$ cat src/rtl/commit_unit_pkg.sv
// Shared core constants and pointer types for the retirement stage.
// No logic; sizes here are the defaults the core is built with.
// Types are sized from these defaults for use by surrounding blocks.
package commit_unit_pkg;

  localparam int AL_SIZE        = 32;
  localparam int PHYS_REG_NUM   = 64;
  localparam int FREE_LIST_SIZE = 32;
  localparam int LQ_SIZE        = 8;
  localparam int SQ_SIZE        = 8;
  localparam int BR_NUM         = 4;

  localparam int AL_W = $clog2(AL_SIZE);
  localparam int P_W  = $clog2(PHYS_REG_NUM);
  localparam int FL_W = $clog2(FREE_LIST_SIZE);
  localparam int LQ_W = $clog2(LQ_SIZE);
  localparam int SQ_W = $clog2(SQ_SIZE);
  localparam int BR_W = $clog2(BR_NUM);

  typedef logic [AL_W-1:0] al_ptr_t;
  typedef logic [P_W-1:0]  preg_t;
  typedef logic [FL_W-1:0] fl_ptr_t;
  typedef logic [LQ_W-1:0] lq_ptr_t;
  typedef logic [SQ_W-1:0] sq_ptr_t;
  typedef logic [BR_W-1:0] br_ptr_t;

  // Increment that sticks at all-ones instead of rolling over.
  function automatic logic [31:0] sat_inc(input logic [31:0] v);
    return (v == 32'hFFFF_FFFF) ? v : v + 32'd1;
  endfunction

endpackage

$ cat src/rtl/commit_unit_wrap_ptr.sv
// Modulo-N ring pointer (N power of 2) with optional wrap-parity bit.
// Latency: pointer advances at the posedge following inc_i.
// Backpressure: none; the owner decides when to increment.
module wrap_ptr #(
  parameter int  N         = 8,
  parameter bit  HAS_COLOR = 1'b0,
  localparam int W         = $clog2(N)
) (
  input  logic         clk,
  input  logic         rst_n,
  input  logic         inc_i,
  output logic [W-1:0] ptr_o,
  output logic         color_o
);

  logic [W-1:0] ptr_q, ptr_d;
  logic         color_q, color_d;

  // Next pointer; parity flips only when stepping from N-1 back to 0.
  always_comb begin
    ptr_d   = ptr_q;
    color_d = color_q;
    if (inc_i) begin
      ptr_d = ptr_q + 1'b1;
      if (HAS_COLOR && (ptr_q == W'(N - 1))) begin
        color_d = ~color_q;
      end
    end
  end

  // Pointer and parity state.
  always_ff @(posedge clk or negedge rst_n) begin
    if (!rst_n) begin
      ptr_q   <= '0;
      color_q <= 1'b0;
    end else begin
      ptr_q   <= ptr_d;
      color_q <= color_d;
    end
  end

  assign ptr_o   = ptr_q;
  assign color_o = color_q;

endmodule

$ cat src/rtl/commit_unit.sv
// In-order retirement of the active-list head plus commit-pointer bookkeeping.
// Latency: retire decision and pulses combinational; pointers move next posedge.
// Backpressure: branch_miss or store_stall (store at head) hold retirement.
module commit_unit #(
  parameter int  AL_SIZE        = commit_unit_pkg::AL_SIZE,
  parameter int  PHYS_REG_NUM   = commit_unit_pkg::PHYS_REG_NUM,
  parameter int  FREE_LIST_SIZE = commit_unit_pkg::FREE_LIST_SIZE,
  parameter int  LQ_SIZE        = commit_unit_pkg::LQ_SIZE,
  parameter int  SQ_SIZE        = commit_unit_pkg::SQ_SIZE,
  parameter int  BR_NUM         = commit_unit_pkg::BR_NUM,
  localparam int AL_W           = $clog2(AL_SIZE),
  localparam int P_W            = $clog2(PHYS_REG_NUM),
  localparam int FL_W           = $clog2(FREE_LIST_SIZE),
  localparam int LQ_W           = $clog2(LQ_SIZE),
  localparam int SQ_W           = $clog2(SQ_SIZE),
  localparam int BR_W           = $clog2(BR_NUM)
) (
  input  logic                          clk,
  input  logic                          rst_n,
  input  logic [AL_SIZE-1:0]            ready_to_commit,
  input  logic [AL_SIZE-1:0]            is_load,
  input  logic [AL_SIZE-1:0]            is_store,
  input  logic [AL_SIZE-1:0]            is_branch,
  input  logic [AL_SIZE-1:0]            uses_rw,
  input  logic [AL_SIZE-1:0][P_W-1:0]   reclaim_list,
  input  logic [AL_W-1:0]               youngest_inst_pointer,
  input  logic                          global_color_bit,
  input  logic                          branch_miss,
  input  logic                          store_stall,
  output logic                          commit_valid,
  output logic [AL_W-1:0]               commit_id,
  output logic                          branch_done,
  output logic                          load_done,
  output logic                          store_done,
  output logic                          reclaim_valid,
  output logic [P_W-1:0]                reclaim_preg,
  output logic [AL_W-1:0]               oldest_inst_pointer,
  output logic [FL_W-1:0]               free_tail_pointer,
  output logic [LQ_W-1:0]               load_commit_pointer,
  output logic [SQ_W-1:0]               store_commit_pointer,
  output logic [BR_W-1:0]               branch_read_pointer,
  output logic                          al_empty,
  output logic [31:0]                   retired_count
);

  import commit_unit_pkg::sat_inc;

  logic        oldest_color;
  logic [3:0]  unused_color;   // only the head ring needs its wrap parity
  logic [31:0] retired_count_q, retired_count_d;

  // Head entry attributes and the retire decision, all from current pointers.
  always_comb begin
    al_empty      = (oldest_inst_pointer == youngest_inst_pointer) &&
                    (oldest_color == global_color_bit);
    commit_valid  = !al_empty && ready_to_commit[oldest_inst_pointer] && !branch_miss &&
                    !(is_store[oldest_inst_pointer] && store_stall);
    commit_id     = oldest_inst_pointer;
    store_done    = commit_valid && is_store[oldest_inst_pointer];
    // A doubly-flagged entry is treated as a store only.
    load_done     = commit_valid && is_load[oldest_inst_pointer] && !is_store[oldest_inst_pointer];
    branch_done   = commit_valid && is_branch[oldest_inst_pointer];
    reclaim_valid = commit_valid && uses_rw[oldest_inst_pointer];
    reclaim_preg  = reclaim_list[oldest_inst_pointer];
  end

  wrap_ptr #(.N(AL_SIZE), .HAS_COLOR(1'b1)) u_head (
    .clk(clk), .rst_n(rst_n), .inc_i(commit_valid),
    .ptr_o(oldest_inst_pointer), .color_o(oldest_color)
  );

  wrap_ptr #(.N(FREE_LIST_SIZE)) u_free_tail (
    .clk(clk), .rst_n(rst_n), .inc_i(reclaim_valid),
    .ptr_o(free_tail_pointer), .color_o(unused_color[0])
  );

  wrap_ptr #(.N(LQ_SIZE)) u_lq (
    .clk(clk), .rst_n(rst_n), .inc_i(load_done),
    .ptr_o(load_commit_pointer), .color_o(unused_color[1])
  );

  wrap_ptr #(.N(SQ_SIZE)) u_sq (
    .clk(clk), .rst_n(rst_n), .inc_i(store_done),
    .ptr_o(store_commit_pointer), .color_o(unused_color[2])
  );

  wrap_ptr #(.N(BR_NUM)) u_br (
    .clk(clk), .rst_n(rst_n), .inc_i(branch_done),
    .ptr_o(branch_read_pointer), .color_o(unused_color[3])
  );

  // Retired-instruction count, saturating rather than wrapping.
  always_comb begin
    retired_count_d = retired_count_q;
    if (commit_valid) begin
      retired_count_d = sat_inc(retired_count_q);
    end
  end

  // Retired-count register.
  always_ff @(posedge clk or negedge rst_n) begin
    if (!rst_n) begin
      retired_count_q <= '0;
    end else begin
      retired_count_q <= retired_count_d;
    end
  end

  assign retired_count = retired_count_q;

endmodule

$ cat config.mk
export PLATFORM = sky130hd
export DESIGN_NAME = commit_unit
export DESIGN_NICKNAME = d
export VERILOG_FILES = /design/src/rtl/commit_unit_pkg.sv /design/src/rtl/commit_unit_wrap_ptr.sv /design/src/rtl/commit_unit.sv
export SDC_FILE = /design/constraint.sdc
export NUM_CORES = 1
export LEC_CHECK = 0
export CAP_MARGIN = 20
export CORE_AREA = 2 2 169 171
export DETAILED_ROUTE_END_ITERATION = 10
export DIE_AREA = 0 0 171 173
export SKIP_LAST_GASP = 1
export SYNTH_ARGS = -nofsm -noshare
export SYNTH_HDL_FRONTEND = slang
export SYNTH_SLANG_ARGS = --single-unit
$ cat constraint.sdc
create_clock -name clk -period 3.1 [get_ports clk]
set_clock_uncertainty 0.05 [all_clocks]
set_input_delay 0.62 -clock clk [delete_from_list [all_inputs] [get_ports clk]]
set_output_delay 0.62 -clock clk [all_outputs]
set_load 0.01 [all_outputs]
## Yosys cells after proc, flatten, opt, wreduce, memory -nomap -nowiden

Cells that the tools add are included.

| operators by class | value |
|---|---|
| $add $sub $neg | 6 |
| $lt $le $gt $ge | 1 |
| equal/unequal tests | 4 |
| muxes and demuxes | 12 |
| bitwise operators | 2 |
| reduce and logical (&&, ||, !) cells | 16 |

Operator list:

| cell | count |
|---|---|
| $add 32x1->32 const B | 1 |
| $eq 32x32->1 const B | 1 |
| $bmux 6 s5 | 1 |
| $bmux 1 s5 | 5 |
| $add 5x1->5 const B | 2 |
| $logic_and 1x1->1 | 10 |
| $add 3x1->3 const B | 2 |
| $lt 5x6->1 const B | 1 |
| $mux 6 | 1 |
| $eq 5x5->1 | 1 |
| $eq 5x5->1 const B | 1 |
| $mux 1 | 5 |
| $logic_not 1->1 | 4 |
| $reduce_and 2->1 | 2 |
| $add 2x1->2 const B | 1 |
| $not 1->1 | 2 |
| $eq 1x1->1 | 1 |

| storage, ports and cells | value |
|---|---|
| register bits after elaboration | 51 |
| output and inout bits | 67 |
| logic and storage cells | 48 |

## Longest topological paths before layout

Gate-level depths: netlist of run 1.

| logic depth | value |
|---|---|
| depth after elaboration | 8 |
| depth in mapped cells | 12 |

## Modules after synthesis

From an unflattened synthesis of run 1, not the netlist that was laid out.

| second synthesis, totals | value |
|---|---|
| cells, all modules | 442 |
| area, all modules | 5660.4 µm² |

By module, submodules not included:

| module | instances | cells an instance | area each (µm²) | seq. area each (µm²) |
|---|---|---|---|---|
| commit_unit | 1 | 381 | 4843.4 | 800.8 |
| wrap_ptr at u_lq ... | 2 | 10 | 135.1 | 75.1 |
| wrap_ptr at u_head | 1 | 18 | 252.7 | 150.1 |
| wrap_ptr at u_free_tail | 1 | 16 | 211.5 | 125.1 |
| wrap_ptr at u_br | 1 | 7 | 82.6 | 50.0 |

## Worst setup path before layout of run 1

Ideal clock, no wire load.

| timing path | value |
|---|---|
| kind | register to output |
| start point | reg u_head.ptr_q[1] (netlist: u_head.ptr_o[1]) |
| end point | out branch_done |
| arrival time | 2.323 ns |
| data required time | 2.430 ns |
| setup slack | 0.107 ns |
| stages on the path, launching flop included | 8 |
| path through | dfrtp_1 buf_6 buf_6 buf_2 mux4_2 mux4_2 a21o_1 and2_1 |

| between the ends | value |
|---|---|
| cells in the longest elaborated chain, start to end | 7 |
| elaborated cells on any way between the ends | 15 |
| classes of those cells | eq/ne: 1; mux: 6; reduce/logical: 8 |

RTL lines:

| element | RTL line | RTL |
|---|---|---|
| from (decl) | commit_unit_wrap_ptr.sv:16 | `logic [W-1:0] ptr_q, ptr_d;` |
| from (signal assigned) | commit_unit_wrap_ptr.sv:37 | `ptr_q <= ptr_d;` |
| parallel branches: the longest is 6 deep, another holds $bmux 1 s5 | -- |  |
| $logic_and 1x1->1 (*) | commit_unit.sv:62 | `branch_done = commit_valid && is_branch[oldest_inst_pointer];` |
| to (decl) | commit_unit.sv:32 | `output logic branch_done,` |

Mark *: on every way between the ends. The select of a mux whose other input is x is not followed.

## Worst setup path after layout of run 1

| timing path | value |
|---|---|
| start point | reg u_head.ptr_q[1] (netlist: u_head.ptr_o[1]) |
| end point | out store_done |

| between the ends | value |
|---|---|
| cells in the longest elaborated chain, start to end | 7 |
| elaborated cells on any way between the ends | 13 |
| classes of those cells | eq/ne: 1; mux: 4; reduce/logical: 8 |

RTL lines:

| element | RTL line | RTL |
|---|---|---|
| parallel branches: the longest is 6 deep, another holds $bmux 1 s5 | -- |  |
| $logic_and 1x1->1 (*) | commit_unit.sv:59 | `store_done = commit_valid && is_store[oldest_inst_pointer];` |
| to (decl) | commit_unit.sv:34 | `output logic store_done,` |

Marks and branches as above.

==> results of run 1 <==
## cells in the final DEF, fill, tap and decap left out, types with 6 or more instances in the layout
cell             netlist  final
o221ai_2               0      8
o21ai_0               14     10
buf_12                 0     15
o221ai_1              26     18
mux4_2                63     63
nand2_1               38     38
nand3_1               13     13
buf_6                  7      7
xnor2_1               44     43
xor2_1                 7      7
buf_2                 16      6
mux2_2                 8      8
buf_4                  8     43
dlygate4sd2_1          0     18
dfrtp_1               51     47
mux2i_1               59     59
clkdlybuf4s50_1        0    399
a21oi_1                9      9
ha_1                   6      6
nand4_1               26     26
and3_1                21     21
## critical path: stages, from the launching register on
cell and delay, ns:
dfrtp_4 0.50, buf_12 0.15, mux2i_1 0.11, mux4_2 0.58, a2111oi_4 0.34, o21ai_2 0.14
buf_6 0.16, nor3b_4 0.19, buf_2 0.17
## report_power, final
| group | switching (W) | internal (W) | total, W |
|---|---|---|---|
| sequential | 0.000198 | 0.000833 | 0.00103 |
| clock | 0.000234 | 0.000296 | 0.000530 |
| combinational | 0.00280 | 0.00341 | 0.00621 |
| total | 0.00323 | 0.00454 | 0.00777 |
## cell usage after synthesis, drive strengths merged, types with 7 or more instances
cell    instances
mux4           63
mux2i          59
dfrtp          51
xnor2          44
nand2          39
buf            36
nand4          26
o221ai         26
and3           21
o21ai          15
nand3          14
clkbuf         12
mux2           11
a21oi          10
o22ai           7
xor2            7
## cell type report
cell class / count / area, sq um
Sequential cell: 51 / 1290
Clock buffer: 7 / 133
Multi-Input combinational cell: 380 / 3980
Fill cell: 2800 / 16800
Antenna cell: 3 / 7.51
Inverter: 2 / 7.51
Tap cell: 378 / 473
Timing Repair Buffer: 493 / 4980
## layer usage
layer  track usage, %  vias to the layer above  share of wire, %
met2             30.5                      280                48
li1                 -                     2827                 -
met4             3.74                        2               1.6
met3             5.56                       24                10
met5                0                        -             0.047
met1             22.5                     2977                41
## repair_timing
action	CTS	global route
hold endpoints to repair	0	0
buffers inserted	9	2
gates resized for setup	84	19
cloned	2	0
setup endpoints to repair	17	13
pin swaps	7	8
## logic make-up (layout without fill, tap and decap cells)
kind of cell / after synthesis / after routing / synth area share, %
flip-flops: 51 / 51 / 23.4
other: 0 / 3 / 0
XOR/XNOR: 51 / 51 / 8.21
AO/OA/AOI/OAI: 70 / 70 / 10.1
adder cells (fa/ha/maj): 6 / 6 / 1.38
AND/OR/NAND/NOR: 120 / 120 / 12.3
multiplexers: 133 / 133 / 39.3
buffers and inverters: 50 / 502 / 5.33
## path summary, 6_finish.rpt
path,to,slack (ns),start,cells past startpoint
max in group asynchronous,retired_count[3],1.99,rst_n,2
hold reg to reg,u_free_tail.ptr_o[4],0.42,u_free_tail.ptr_o[4],1
min in group clk,u_free_tail.ptr_o[4],0.42,u_free_tail.ptr_o[4],1
setup / recovery,store_done,-0.20,u_head.ptr_o[1],8
setup reg to reg,retired_count[1],0.09,u_head.ptr_o[1],11
hold / removal,retired_count[29],0.37,rst_n,1
## metrics by stage
stage          setup TNS, ns  instance area (sq um)  hold WS [ns]  util (%)  power, W
6_report              -0.855                  10900         0.369      39.3   0.00777
3_3_place_gp          -17.13                  10500         0.416      37.8   0.00688
4_1_cts                -1.26                  10800         0.387      39.2   0.00784
5_1_grt                -1.58                  10900         0.441      39.3   0.00832
3_5_place_dp          -18.10                  10500         0.414      37.8   0.00691
2_1_floorplan              0                   5440         0.274         -   0.00435
## registers in the layout (all words and copies together), names as in the netlist
signal and count:
u_head.color_o 1, u_br.ptr_o 2, u_free_tail.ptr_o 5, u_lq.ptr_o 3
retired_count 32, u_sq.ptr_o 3, u_head.ptr_o 5
==> results.py, run 1 <==
metrics = {
    "place": {
        "port_buffers": 428,
        "dp.final_hpwl_mm": 23.3,
        "place_congestion": 0.884,
        "dp_cells": 1293,
        "dp_worst_setup_slack_ns": -0.836,
    },
    "synthesis": {
        "yosys_warnings": 0,
        "ys_ff_latch": 51,
        "async_reset_ff_share_pct": 100,
        "ys_seq_area_share_pct": 23.4,
        "netlist_area_sq_um": 5440,
        "synth_fp_nets": 849,
        "synth_top_area_share_pct": 26.1,
        "syn_inst": 481,
        "synth_top_area_cell": "mux4_2",
        "synth_ff_type": "dfrtp_1",
        "synth_cell_types": 46,
        "synth_edf_count": 0,
        "ys_top_cells_by_area": "mux4_2 26%, dfrtp_1 23%, mux2i_1 11%, xnor2_1 7.1%, o221ai_1 4.2%",
        "syn_avg_cell_area_sq_um": 11.3,
    },
    "clock_network": {
        "clockBufferDepth": 2,
        "hold_buffers": 0,
        "cts.sinks": 51,
        "cts_tree": "built",
        "insertion_delay_ns": 0.28,
        "cts_max_level": 2,
        "clkTransAtPathRegs_ns": 0.07,
        "cts_inserted_buffers": 5,
        "clk_root_buffer_cell": "clkbuf_16",
    },
    "timing": {
        "finalSetupViolCount": 5,
        "slew_headroom_pct": 47.4,
        "fin_crit_sh_pct": 107,
        "layout_setup_ws_ns": -0.205,
        "rsz0062_at_grt": "yes",
        "finalHoldViolations": 0,
        "period_needed_ns": 3.30,
        "tightest_slew_ns": 0.789,
        "timing.fmax_ghz": 0.303,
        "slew_viol_final": 0,
    },
    "global_route": {
        "grt_use_total_pct": 18.0,
        "grt_max_degree": 34,
        "grt_pass1_vias": 6596,
        "antenna_found_initial": 3,
        "grt-ovfl-total": 0,
        "grt_pass1_wl_mm": 40.3,
    },
    "cells_and_area": {
        "drive_above_1_share_pct": 19.3,
        "layout.nets": 1301,
        "fin_cells": 1314,
        "area_delta_synth_final_pct": 99.7,
    },
    "worst_setup_path": {
        "end_kind": "primary output",
        "worst-setup-path-type": "flip-flop to primary output",
        "crit_arrival_ns": 2.63,
        "crit_path_max_fanout": 5,
        "worstPathRequired_ns": 2.43,
        "start_kind": "flip-flop",
    },
    "route": {
        "drt_iter0_drc": 287,
        "first_pass_iters": 4,
        "ant_nets": 0,
        "wl_per_cell_microns": 21.0,
        "routed_wl_mm": 27.6,
        "via_per_inst": 4.65,
        "drcViolationCount": 0,
        "num_vias": 6110,
    },
    "die": {
        "die-area_sq_um": 29600,
        "fp.dieH_microns": 173,
        "chipWidth_microns": 171,
        "core_area_sq_um": 27600,
        "rows": 61,
        "start_util_pct": 19.7,
        "ioPinCount": 429,
    },
    "pwr": {
        "p_leak_nw": 4.24,
        "vdd_drop_max_v": 0.000343,
        "pwr_density_cell_nw_per_um2": 715,
    },
    "run_status": {
        "status": "finished, violations left",
        "violations": "negative setup slack",
    },
    "worst_hold_path": {
        "hold_path_class": "input pin to asynchronous set/reset pin",
    },
    "run": {
        "maxCapViolCount": 0,
    },
}
(Power assumes the default switching activity.)
==> inputs of run 2 (changes only) <==
--- a/config.mk
+++ b/config.mk
@@ -10,6 +10,7 @@
 export DETAILED_ROUTE_END_ITERATION = 10
 export DIE_AREA = 0 0 171 173
 export SKIP_LAST_GASP = 1
+export SLEW_MARGIN = 20
 export SYNTH_ARGS = -nofsm -noshare
 export SYNTH_HDL_FRONTEND = slang
 export SYNTH_SLANG_ARGS = --single-unit
==> results of run 2 <==
No change in the layout: final DEF, timing and power equal those of run 1.
==> inputs of run 3 (changes only) <==
--- a/config.mk
+++ b/config.mk
@@ -6,9 +6,9 @@
 export NUM_CORES = 1
 export LEC_CHECK = 0
 export CAP_MARGIN = 20
-export CORE_AREA = 2 2 169 171
+export CORE_AREA = 2 2 167 169
 export DETAILED_ROUTE_END_ITERATION = 10
-export DIE_AREA = 0 0 171 173
+export DIE_AREA = 0 0 169 171
 export SKIP_LAST_GASP = 1
 export SLEW_MARGIN = 20
 export SYNTH_ARGS = -nofsm -noshare
==> constraint.sdc (replaced) <==
create_clock -name clk -period 4 [get_ports clk]
set_clock_uncertainty 0.05 [all_clocks]
set_input_delay 0.8 -clock clk [delete_from_list [all_inputs] [get_ports clk]]
set_output_delay 0.8 -clock clk [all_outputs]
set_load 0.01 [all_outputs]
==> run 3 against run 2 <==
The run now ends clean. Clock power decreased by 6.4%. Flip-flop and latch count is the same. Cell area down 4.4%. Via count down 2.7%.
==> results.py, run 3 (same netlist as run 1, synthesis figures left out) <==
metrics = {
    "route": {
        "routed_wl_mm": 27.0,
        "num_vias": 5946,
        "ant_nets": 0,
        "wl_per_cell_microns": 21.6,
        "drt_iter0_drc": 234,
        "drcViolationCount": 0,
        "first_pass_iters": 4,
        "via_per_inst": 4.76,
    },
    "pwr": {
        "pwr_density_cell_nw_per_um2": 531,
        "seq_power_share_pct": 15.0,
        "p_leak_nw": 3.98,
        "swShare_pct": 42.4,
        "vdd_drop_max_v": 0.000271,
        "combPwrFrac_pct": 76.0,
        "p_sw_w": 0.00234,
        "internal_power_w": 0.00318,
        "pwr-share-clk_pct": 9.0,
    },
    "place": {
        "place_congestion": 0.861,
        "dp.final_hpwl_mm": 22.7,
        "dpl_cell_area_sq_um": 10200,
        "port_buffers": 428,
    },
    "die": {
        "fp.dieH_microns": 171,
        "chipWidth_microns": 169,
        "die-area_sq_um": 28900,
        "ioPinCount": 429,
        "rows": 61,
        "start_util_pct": 19.9,
        "core_area_sq_um": 27300,
    },
    "timing": {
        "tightest_slew_ns": 0.938,
        "finalHoldViolations": 0,
        "fin_crit_sh_pct": 97.1,
        "rsz0062_at_grt": "no",
        "period_needed_ns": 3.89,
        "slew_headroom_pct": 37.5,
        "slew_viol_final": 0,
        "finalSetupViolCount": 0,
        "timing.fmax_ghz": 0.257,
    },
    "worst_setup_path": {
        "crit_path_max_fanout": 5,
        "worstPathRequired_ns": 3.15,
        "slowest_stage": "mux4_2",
        "end_kind": "primary output",
        "r2r-end": "retired_count[1]",
        "path_depth": 9,
        "crit_top_cell": "a2111oi_4",
        "start_kind": "input pin",
        "critPathMaxStageDelay_ns": 0.45,
        "reg2regPathDepth": 9,
        "ff2ff_setup_slack_ns": 0.94,
        "worst-setup-path-type": "input pin to primary output",
        "crit_arrival_ns": 3.04,
        "crit_path_end": "commit_valid",
        "crit_start": "ready_to_commit[15]",
        "critPathBufInv": 3,
        "reg2reg_from": "u_head.ptr_o[1]",
        "critPathTopFamily": "buffers and inverters",
        "crit_chain": "clkdlybuf4s50_1, mux4_2, and2_1, a2111oi_4, a2111oi_4, o21ai_2, a21oi_4, buf_4, dlygate4sd2_1",
    },
    "clock_network": {
        "cts_inserted_buffers": 5,
        "hold_buffers": 0,
        "cts_tree": "built",
        "clk_root_buffer_cell": "clkbuf_16",
        "clockBufferDepth": 2,
        "cts.sinks": 51,
        "insertion_delay_ns": 0.30,
        "clkTransAtPathRegs_ns": 0.07,
        "cts_max_level": 2,
    },
    "cells_and_area": {
        "final_common_cell": "clkdlybuf4s50_1",
        "drive_above_1_share_pct": 14.6,
        "final_area_sq_um": 10400,
        "largest_reg_flops": 32,
        "area_delta_synth_final_pct": 90.9,
        "final_util_pct": 38.0,
        "final_cell_mix": "422 x clkdlybuf4s50_1, 63 x mux4_2, 59 x mux2i_1",
        "layout.nets": 1270,
    },
    "run": {
        "maxCapViolCount": 0,
    },
    "global_route": {
        "grt_use_total_pct": 18.2,
        "grt-ovfl-total": 0,
        "antenna_found_initial": 2,
        "grt_pass1_vias": 6371,
        "grt_max_degree": 51,
        "grt_pass1_wl_mm": 39.5,
    },
    "worst_hold_path": {
        "hold_path_class": "flip-flop to flip-flop",
    },
    "run_status": {
        "status": "finished clean",
    },
}
[run 3: worst min-delay path by stage]
stage,start,endpoint,slack [ns],cells after the start
2_1_floorplan,u_head.color_o,u_head.color_o,0.41,1
3_3_place_gp,u_lq.ptr_o[2],u_lq.ptr_o[2],0.41,1
3_5_place_dp,u_lq.ptr_o[2],u_lq.ptr_o[2],0.41,1
4_1_cts,u_sq.ptr_o[2],u_sq.ptr_o[2],0.43,1
5_1_grt,u_br.ptr_o[1],u_br.ptr_o[1],0.44,1
6_report,u_sq.ptr_o[2],u_sq.ptr_o[2],0.43,1
[run 3: metrics by stage]
stage	setup TNS, ns	cells	hold WS (ns)	power, W	setup WS [ns]
global route	0	1249	0.440	0.00592	0.0192
finish	0	1250	0.426	0.00552	0.115
CTS	-0.0876	1244	0.434	0.00561	-0.0393
detailed placement	-1.16	1235	0.413	0.00507	-0.249
floorplan	0	481	0.415	0.00337	0.736
global placement	-1.09	1235	0.411	0.00505	-0.241
[run 3: power by group through the flow]
| stage | clock network [W] | logic, W | registers (W) |
|---|---|---|---|
| after floorplan | 0 | 0.00256 | 0.000806 |
| after global placement | 0 | 0.00415 | 0.000895 |
| after detailed placement | 0 | 0.00417 | 0.000901 |
| after CTS | 0.000514 | 0.00420 | 0.000894 |
| after global routing | 0.000536 | 0.00453 | 0.000859 |
| final | 0.000496 | 0.00420 | 0.000829 |
[run 3: final cells by class]
type,count,area [sq um]
repair buffers,462,4600
inverters,2,7.51
multi-input cells,380,3900
clock inverters,3,43.8
flip-flops and latches,51,1290
well taps,346,433
clock buffers,5,125
diodes,1,2.50
fillers,2707,16900
[run 3: layer usage]
| layer | up-vias | wire, microns | track usage (%) |
|---|---|---|---|
| met1 | 2861 | 10900 | 22.1 |
| met3 | 39 | 2320 | 4.77 |
| met4 | 2 | 526 | 3.94 |
| met5 | - | 9 | 0 |
| li1 | 2759 | - | - |
| met2 | 285 | 13200 | 32.3 |
[run 3: worst reg2reg max path, delay by kind of cell, from the launching register on]
| kind | cells | cell delay, ns |
|---|---|---|
| compound gates | 3 | 0.63 |
| simple gates | 1 | 0.13 |
| flops | 1 | 0.50 |
| mux | 3 | 1.05 |
| buf+inv | 2 | 0.59 |
[run 3: repair_timing]
action,CTS,global route
setup buffers,1,5
resized for setup,8,6
endpoints found under the setup margin,8,8
